--- src/rtl/mealy_cm_seq_if.sv ---
`default_nettype none
// ============================================================================
// Module      : mealy_cm_seq_if
// Description : Bus between the control-matrix sequencer and the datapath.
//               The sequencer (master) receives opcode, zero flag, memory
//               ready and resume, and drives the active-low strobes, the PC
//               and address source selects, and the halt/fault status.
//               The datapath/board side (slave) sees the opposite directions.
// Ports       : ir_opcode_i, zero_flag_i, mem_ready_i, resume_i  (to seq)
//               pc_rst_no, pc_ld_no, mar_rst_no, mar_ld_no, ir_ld_no,
//               reg_ld_no, mem_rd_no, pc_src_o, addr_src_o,
//               halted_o, fault_o                                (from seq)
// Revision    : 1.0 - initial release
// ============================================================================
interface mealy_cm_seq_if #(
  parameter int OPCODE_WIDTH     = 4,
  parameter int PC_SELECT_SIZE   = 3,
  parameter int ADDR_SELECT_SIZE = 2
);
  logic [OPCODE_WIDTH-1:0]     ir_opcode_i;
  logic                        zero_flag_i;
  logic                        mem_ready_i;
  logic                        resume_i;
  logic                        pc_rst_no;
  logic                        pc_ld_no;
  logic                        mar_rst_no;
  logic                        mar_ld_no;
  logic                        ir_ld_no;
  logic                        reg_ld_no;
  logic                        mem_rd_no;
  logic [PC_SELECT_SIZE-1:0]   pc_src_o;
  logic [ADDR_SELECT_SIZE-1:0] addr_src_o;
  logic                        halted_o;
  logic                        fault_o;

  modport master (
    input  ir_opcode_i, zero_flag_i, mem_ready_i, resume_i,
    output pc_rst_no, pc_ld_no, mar_rst_no, mar_ld_no, ir_ld_no, reg_ld_no,
           mem_rd_no, pc_src_o, addr_src_o, halted_o, fault_o
  );

  modport slave (
    output ir_opcode_i, zero_flag_i, mem_ready_i, resume_i,
    input  pc_rst_no, pc_ld_no, mar_rst_no, mar_ld_no, ir_ld_no, reg_ld_no,
           mem_rd_no, pc_src_o, addr_src_o, halted_o, fault_o
  );
endinterface
`default_nettype wire

--- src/rtl/mealy_cm_seq.sv ---
`default_nettype none
// ============================================================================
// Module      : mealy_cm_seq
// Description : Mealy control-matrix sequencer. Active-low datapath strobes
//               and PC/address selects are decoded combinationally from the
//               state register plus the live opcode, zero flag, memory ready
//               and resume inputs. Adds fetch/operand wait states with a bus
//               timeout watchdog, an illegal-opcode trap and halt/resume.
//               State updates on the falling clock edge.
// Ports       : clk_i     - clock (state changes on negedge)
//               reset_ni  - asynchronous active-low reset
//               bus       - mealy_cm_seq_if.master (inputs + strobes/status)
// Revision    : 1.0 - initial release
// ============================================================================
module mealy_cm_seq #(
  parameter int OPCODE_WIDTH     = 4,
  parameter int PC_SELECT_SIZE   = 3,
  parameter int ADDR_SELECT_SIZE = 2,
  parameter int WAIT_MAX         = 7
) (
  input  wire            clk_i,
  input  wire            reset_ni,
  mealy_cm_seq_if.master bus
);

  localparam int CNT_W = $clog2(WAIT_MAX + 1);

  localparam logic [OPCODE_WIDTH-1:0] c_OP_NOP = OPCODE_WIDTH'(0);
  localparam logic [OPCODE_WIDTH-1:0] c_OP_LDI = OPCODE_WIDTH'(1);
  localparam logic [OPCODE_WIDTH-1:0] c_OP_JMP = OPCODE_WIDTH'(2);
  localparam logic [OPCODE_WIDTH-1:0] c_OP_BRZ = OPCODE_WIDTH'(3);
  localparam logic [OPCODE_WIDTH-1:0] c_OP_HLT = OPCODE_WIDTH'(4);

  localparam logic [PC_SELECT_SIZE-1:0] c_PC_INC  = PC_SELECT_SIZE'(0);
  localparam logic [PC_SELECT_SIZE-1:0] c_PC_RST  = PC_SELECT_SIZE'(1);
  localparam logic [PC_SELECT_SIZE-1:0] c_PC_IR   = PC_SELECT_SIZE'(2);
  localparam logic [PC_SELECT_SIZE-1:0] c_PC_TRAP = PC_SELECT_SIZE'(3);

  localparam logic [ADDR_SELECT_SIZE-1:0] c_ADDR_PC = ADDR_SELECT_SIZE'(0);

  typedef enum logic [2:0] {
    S_RESET  = 3'd0,
    S_VECTOR = 3'd1,
    S_FETCH  = 3'd2,
    S_EXEC   = 3'd3,
    S_OPND   = 3'd4,
    S_TRAP   = 3'd5,
    S_HALT   = 3'd6
  } state_t;

  state_t           r_state;
  state_t           w_state_nxt;
  logic [CNT_W-1:0] r_wait_cnt;
  logic [CNT_W-1:0] w_wait_cnt_nxt;
  logic [CNT_W-1:0] w_wait_inc;
  logic             w_timeout;

  // Saturating increment; timeout fires on the WAIT_MAX-th consecutive
  // not-ready cycle, but only if ready is still low on that cycle.
  assign w_wait_inc = (r_wait_cnt == CNT_W'(WAIT_MAX)) ? r_wait_cnt
                                                       : r_wait_cnt + 1'b1;
  assign w_timeout  = (w_wait_inc == CNT_W'(WAIT_MAX));

  always_ff @(negedge clk_i or negedge reset_ni) begin
    if (!reset_ni) begin
      r_state    <= S_RESET;
      r_wait_cnt <= '0;
    end else begin
      r_state    <= w_state_nxt;
      r_wait_cnt <= w_wait_cnt_nxt;
    end
  end

  always_comb begin
    w_state_nxt    = r_state;
    w_wait_cnt_nxt = '0;
    bus.pc_rst_no  = 1'b1;
    bus.pc_ld_no   = 1'b1;
    bus.mar_rst_no = 1'b1;
    bus.mar_ld_no  = 1'b1;
    bus.ir_ld_no   = 1'b1;
    bus.reg_ld_no  = 1'b1;
    bus.mem_rd_no  = 1'b1;
    bus.pc_src_o   = c_PC_INC;
    bus.addr_src_o = c_ADDR_PC;
    bus.halted_o   = 1'b0;
    bus.fault_o    = 1'b0;

    case (r_state)
      S_RESET: begin
        bus.pc_rst_no  = 1'b0;
        bus.mar_rst_no = 1'b0;
        w_state_nxt    = S_VECTOR;
      end

      S_VECTOR: begin
        bus.pc_ld_no = 1'b0;
        bus.pc_src_o = c_PC_RST;
        w_state_nxt  = S_FETCH;
      end

      // FETCH and OPND share the memory-read/wait behaviour; they differ
      // only in which register captures the data and where they go next.
      S_FETCH, S_OPND: begin
        bus.mar_ld_no  = 1'b0;
        bus.mem_rd_no  = 1'b0;
        bus.addr_src_o = c_ADDR_PC;
        if (bus.mem_ready_i) begin
          bus.pc_ld_no = 1'b0;
          bus.pc_src_o = c_PC_INC;
          if (r_state == S_FETCH) begin
            bus.ir_ld_no = 1'b0;
            w_state_nxt  = S_EXEC;
          end else begin
            bus.reg_ld_no = 1'b0;
            w_state_nxt   = S_FETCH;
          end
        end else if (w_timeout) begin
          w_state_nxt = S_TRAP;
        end else begin
          w_wait_cnt_nxt = w_wait_inc;
        end
      end

      S_EXEC: begin
        case (bus.ir_opcode_i)
          c_OP_NOP: w_state_nxt = S_FETCH;
          c_OP_LDI: w_state_nxt = S_OPND;
          c_OP_JMP: begin
            bus.pc_ld_no = 1'b0;
            bus.pc_src_o = c_PC_IR;
            w_state_nxt  = S_FETCH;
          end
          c_OP_BRZ: begin
            if (bus.zero_flag_i) begin
              bus.pc_ld_no = 1'b0;
              bus.pc_src_o = c_PC_IR;
            end
            w_state_nxt = S_FETCH;
          end
          c_OP_HLT: w_state_nxt = S_HALT;
          default:  w_state_nxt = S_TRAP;
        endcase
      end

      S_TRAP: begin
        bus.pc_ld_no = 1'b0;
        bus.pc_src_o = c_PC_TRAP;
        bus.fault_o  = 1'b1;
        w_state_nxt  = S_FETCH;
      end

      S_HALT: begin
        bus.halted_o = 1'b1;
        if (bus.resume_i) begin
          w_state_nxt = S_FETCH;
        end
      end

      default: w_state_nxt = S_RESET;
    endcase
  end

endmodule
`default_nettype wire
--- src/flat_wrapper.sv ---
// flat-port wrapper written by rule: the top's interface ports become plain ports
module mealy_cm_seq_flat 
#(
  parameter int OPCODE_WIDTH     = 4,
  parameter int PC_SELECT_SIZE   = 3,
  parameter int ADDR_SELECT_SIZE = 2,
  parameter int WAIT_MAX         = 7
)
  (clk_i, reset_ni, bus_ir_opcode_i, bus_zero_flag_i, bus_mem_ready_i, bus_resume_i, bus_pc_rst_no, bus_pc_ld_no, bus_mar_rst_no, bus_mar_ld_no, bus_ir_ld_no, bus_reg_ld_no, bus_mem_rd_no, bus_pc_src_o, bus_addr_src_o, bus_halted_o, bus_fault_o);
  mealy_cm_seq_if #(.OPCODE_WIDTH(OPCODE_WIDTH), .PC_SELECT_SIZE(PC_SELECT_SIZE), .ADDR_SELECT_SIZE(ADDR_SELECT_SIZE)) bus_i ();
  input  wire clk_i;
  input  wire reset_ni;
  input wire logic [$bits(bus_i.ir_opcode_i)-1:0] bus_ir_opcode_i;
  input wire logic [$bits(bus_i.zero_flag_i)-1:0] bus_zero_flag_i;
  input wire logic [$bits(bus_i.mem_ready_i)-1:0] bus_mem_ready_i;
  input wire logic [$bits(bus_i.resume_i)-1:0] bus_resume_i;
  output wire logic [$bits(bus_i.pc_rst_no)-1:0] bus_pc_rst_no;
  output wire logic [$bits(bus_i.pc_ld_no)-1:0] bus_pc_ld_no;
  output wire logic [$bits(bus_i.mar_rst_no)-1:0] bus_mar_rst_no;
  output wire logic [$bits(bus_i.mar_ld_no)-1:0] bus_mar_ld_no;
  output wire logic [$bits(bus_i.ir_ld_no)-1:0] bus_ir_ld_no;
  output wire logic [$bits(bus_i.reg_ld_no)-1:0] bus_reg_ld_no;
  output wire logic [$bits(bus_i.mem_rd_no)-1:0] bus_mem_rd_no;
  output wire logic [$bits(bus_i.pc_src_o)-1:0] bus_pc_src_o;
  output wire logic [$bits(bus_i.addr_src_o)-1:0] bus_addr_src_o;
  output wire logic [$bits(bus_i.halted_o)-1:0] bus_halted_o;
  output wire logic [$bits(bus_i.fault_o)-1:0] bus_fault_o;
  assign bus_i.ir_opcode_i = bus_ir_opcode_i;
  assign bus_i.zero_flag_i = bus_zero_flag_i;
  assign bus_i.mem_ready_i = bus_mem_ready_i;
  assign bus_i.resume_i = bus_resume_i;
  assign bus_pc_rst_no = bus_i.pc_rst_no;
  assign bus_pc_ld_no = bus_i.pc_ld_no;
  assign bus_mar_rst_no = bus_i.mar_rst_no;
  assign bus_mar_ld_no = bus_i.mar_ld_no;
  assign bus_ir_ld_no = bus_i.ir_ld_no;
  assign bus_reg_ld_no = bus_i.reg_ld_no;
  assign bus_mem_rd_no = bus_i.mem_rd_no;
  assign bus_pc_src_o = bus_i.pc_src_o;
  assign bus_addr_src_o = bus_i.addr_src_o;
  assign bus_halted_o = bus_i.halted_o;
  assign bus_fault_o = bus_i.fault_o;
  mealy_cm_seq #(.OPCODE_WIDTH(OPCODE_WIDTH), .PC_SELECT_SIZE(PC_SELECT_SIZE), .ADDR_SELECT_SIZE(ADDR_SELECT_SIZE), .WAIT_MAX(WAIT_MAX)) u_core (.clk_i(clk_i), .reset_ni(reset_ni), .bus(bus_i));
endmodule
--- config.mk ---
export PLATFORM = sky130hd
export DESIGN_NAME = mealy_cm_seq_flat
export DESIGN_NICKNAME = d
export VERILOG_FILES = /design/src/rtl/mealy_cm_seq_if.sv /design/src/rtl/mealy_cm_seq.sv /design/src/flat_wrapper.sv
export SDC_FILE = /design/constraint.sdc
export NUM_CORES = 1
export LEC_CHECK = 0
export ABC_AREA = 1
export BUFFER_PORTS_ARGS = -buffer_cell sky130_fd_sc_hd__buf_2
export CORE_AREA = 3 3 40 42
export CTS_CLUSTER_DIAMETER = 100
export CTS_CLUSTER_SIZE = 25
export DETAILED_ROUTE_END_ITERATION = 8
export DIE_AREA = 0 0 43 45
export PLACE_DENSITY = 0.69
export SLEW_MARGIN = 30
export SYNTH_ARGS = -nofsm -noshare
export SYNTH_HDL_FRONTEND = slang
export SYNTH_SLANG_ARGS = --single-unit
--- constraint.sdc ---
create_clock -name clk_i -period 2.8 [get_ports clk_i]
set_input_delay 0.56 -clock clk_i [delete_from_list [all_inputs] [get_ports clk_i]]
set_output_delay 0.56 -clock clk_i [all_outputs]
set_load 0.01 [all_outputs]
==> results.cfg <==
[global_route]
antenna_found_initial = 0
gr-total-overflow = 0
grt_pass1_vias = 705
grt_start_max_net_pins = 7
grt_first_pass_wirelength_um = 2990
grt-busiest-layer = met2
grt.total_usage_pct = 20.8
grtUsageMet2_pct = 40.4
met3_usage_pct = 4.78
use_met1_pct = 19.6

[worst_setup_path]
crit_fanout = 4
crit_path_end_kind = primary output
cp.arrival_ns = 2.78
criticalPathCategory = reg2out
critPathLaunchType = flop
worst-r2r-cell-count = 11
required_ns = 2.24

[logic_synthesis]
yosysTopAreaCell = dfrtn_1
netlist_instances = 85
synth_cell_types = 21
netlist_top_cells_area = dfrtn_1, nand2_1, nand3_1
synth_top_area_share_pct = 28.2
synth_seq_cells = 6
netlist_area_um2 = 533
ys_seq_area_share_pct = 28.2
syn_avg_cell_area_um2 = 6.27
yosys_warnings = 0

[die]
start_util_pct = 41.5
die_w_um = 43
rows = 13
io_pins = 23
core_mm2 = 0.00128
die_h_um = 45
die_area_mm2 = 0.00194

[status]
violations = negative setup slack
run_status = finished with violations

[clock_tree]
cts_sinks = 6
clock_latency_ns = 0.26
cts_hold_buf = 0
cts_tree = built
ctsLongestPathBuffers = 2
numCtsBuffers = 3
clkTransAtPathRegs_ns = 0.03
htree_num_levels = 1
cts-root-buf = clkbuf_4

[sta]
finalHoldViolCount = 0
rsz0062_at_grt = true
setup_viol = 11
setup_ws_ns = -0.539
finalClockSkew_ns = 0.00123
slew_viol_final = 0
finalHoldWorstSlack_ns = 0.518

[pwr]
power_density_mw_per_mm2 = 1110
power.leakage_nw = 0.498
p_total_mw = 1.02
ir_drop_mv = 0.628

[routing]
drtPass1Iterations = 4
vias_per_cell = 5.13
drt-initial-drc-count = 9
vias = 724
ant_nets = 0
wire_per_inst_um = 12.3
postRouteWirelength_um = 1740
drcViolationCount = 0

[place]
port_buffers = 19
dp_hpwl_um = 1210
place_congestion = 0.759
dp_slack_ns = -0.273

[hold_path]
min_path_type = reg2reg
hold_depth = 3

[run]
max_cap_violations = 0

[finish]
syn_to_final_growth_pct = 71.1
fin_nets = 138
n_antenna_cell = 0
drive_gt1_share_pct = 52.4
-- final cells by class --
cell class                 instances  area (µm²)
fill                             109         373
multi-input combinational         64         358
timing repair buffer              42         322
sequential                         6         150
inverter                          11        41.3
clock buffer                       3        22.5
tap                               15        18.8
-- cells in the mapped netlist --
cell      instances
nor2_1            5
nor2_4            1
nand3_1          13
clkinv_1          1
nand2_1          26
a21oi_1           4
conb_1            1
nand4_1           2
o211ai_1          1
o22ai_1           1
a22oi_1           1
nand2_2           3
o21ai_1           1
dfrtn_1           6
inv_2             3
buf_2             1
or2_1             1
ha_1              1
or2_2             1
buf_4             5
inv_1             7
-- worst max-delay path, cell delays in order (launching register included) --
cell,delay (ns)
dfrtn_1,0.51
buf_6,0.14
nand3_1,0.10
nand2_1,0.12
nand2_2,0.07
nand2_1,0.06
buf_2,0.12
-- sequential cells by signal (all words and copies together), names as in the netlist --
| register | count |
|---|---|
| u_core.r_state | 3 |
| u_core.r_wait_cnt | 3 |
-- layer usage --
metal,part of all wire (%),vias to the layer above
met5,0,-
met4,4.8,0
met3,4.6,10
met2,56,26
met1,35,335
li1,-,353
-- worst paths after layout --
path,from,end,slack (ns)
max,u_core.r_state[1]$_DFFE_NN0P_,bus_pc_ld_no,-0.54
min,u_core.r_wait_cnt[0]$_DFF_NN0_,u_core.r_wait_cnt[0]$_DFF_NN0_,0.52
max reg2reg,u_core.r_state[1]$_DFFE_NN0P_,u_core.r_state[0]$_DFFE_NN0P_,1.11
min reg2reg,u_core.r_wait_cnt[0]$_DFF_NN0_,u_core.r_wait_cnt[0]$_DFF_NN0_,0.52
max in group asynchronous,reset_ni,u_core.r_wait_cnt[2]$_DFF_NN0_,1.22
min in group asynchronous,reset_ni,u_core.r_state[0]$_DFFE_NN0P_,1.41
-- cells by family after synthesis --
group,count (synthesis),synth area share (%)
other,1,0.704
and+or+nand+nor,52,44.4
AOI/OAI and AO/OA,8,8.69
buffers and inverters,17,15.7
DFF,6,28.2
adders and majority gates,1,2.35
-- stage by stage --
| step | instances | utilization, % | setup TNS (ns) | instance area (µm²) |
|---|---|---|---|---|
| floorplan | 87 | - | -0.571 | 559 |
| global route | 141 | 71.0 | -5.13 | 912 |
| global placement | 129 | 56.8 | -1.56 | 729 |
| finish | 141 | 71.0 | -4.52 | 912 |
| CTS | 141 | 69.8 | -4.26 | 897 |
| detailed placement | 129 | 56.8 | -1.75 | 729 |
-- cell usage in the layout, fill, tap and decap left out --
master    count
a21oi_1       4
a22oi_1       1
buf_2        14
buf_4        17
buf_6        11
clkbuf_4      3
clkinv_1      1
conb_1        3
dfrtn_1       6
ha_1          1
inv_1         5
inv_2         5
nand2_1      21
nand2_2       7
nand2_4       1
nand3_1      11
nand3_2       1
nand3_4       1
nand4_1       2
nor2_1        2
nor2_2        2
nor2_4        2
o211ai_1      1
o21ai_2       1
o22ai_1       1
or2_1         1
or2_2         1
-- report_power, final --
group	internal, mW	switching (mW)	leakage [nW]	total (mW)
Clock	0.0485	0.0315	0.0138	0.0799
Combinational	0.410	0.372	0.406	0.782
Sequential	0.118	0.0368	0.0784	0.155
Total	0.576	0.440	0.498	1.02
-- repair_timing --
item / CTS / global route
endpoints found under the setup margin: 11 / 11
setup buffers: 10 / 1
pin swaps: 5 / 1
gates resized for setup: 19 / 5
Note: power is estimated with default switching activity, not from simulation.
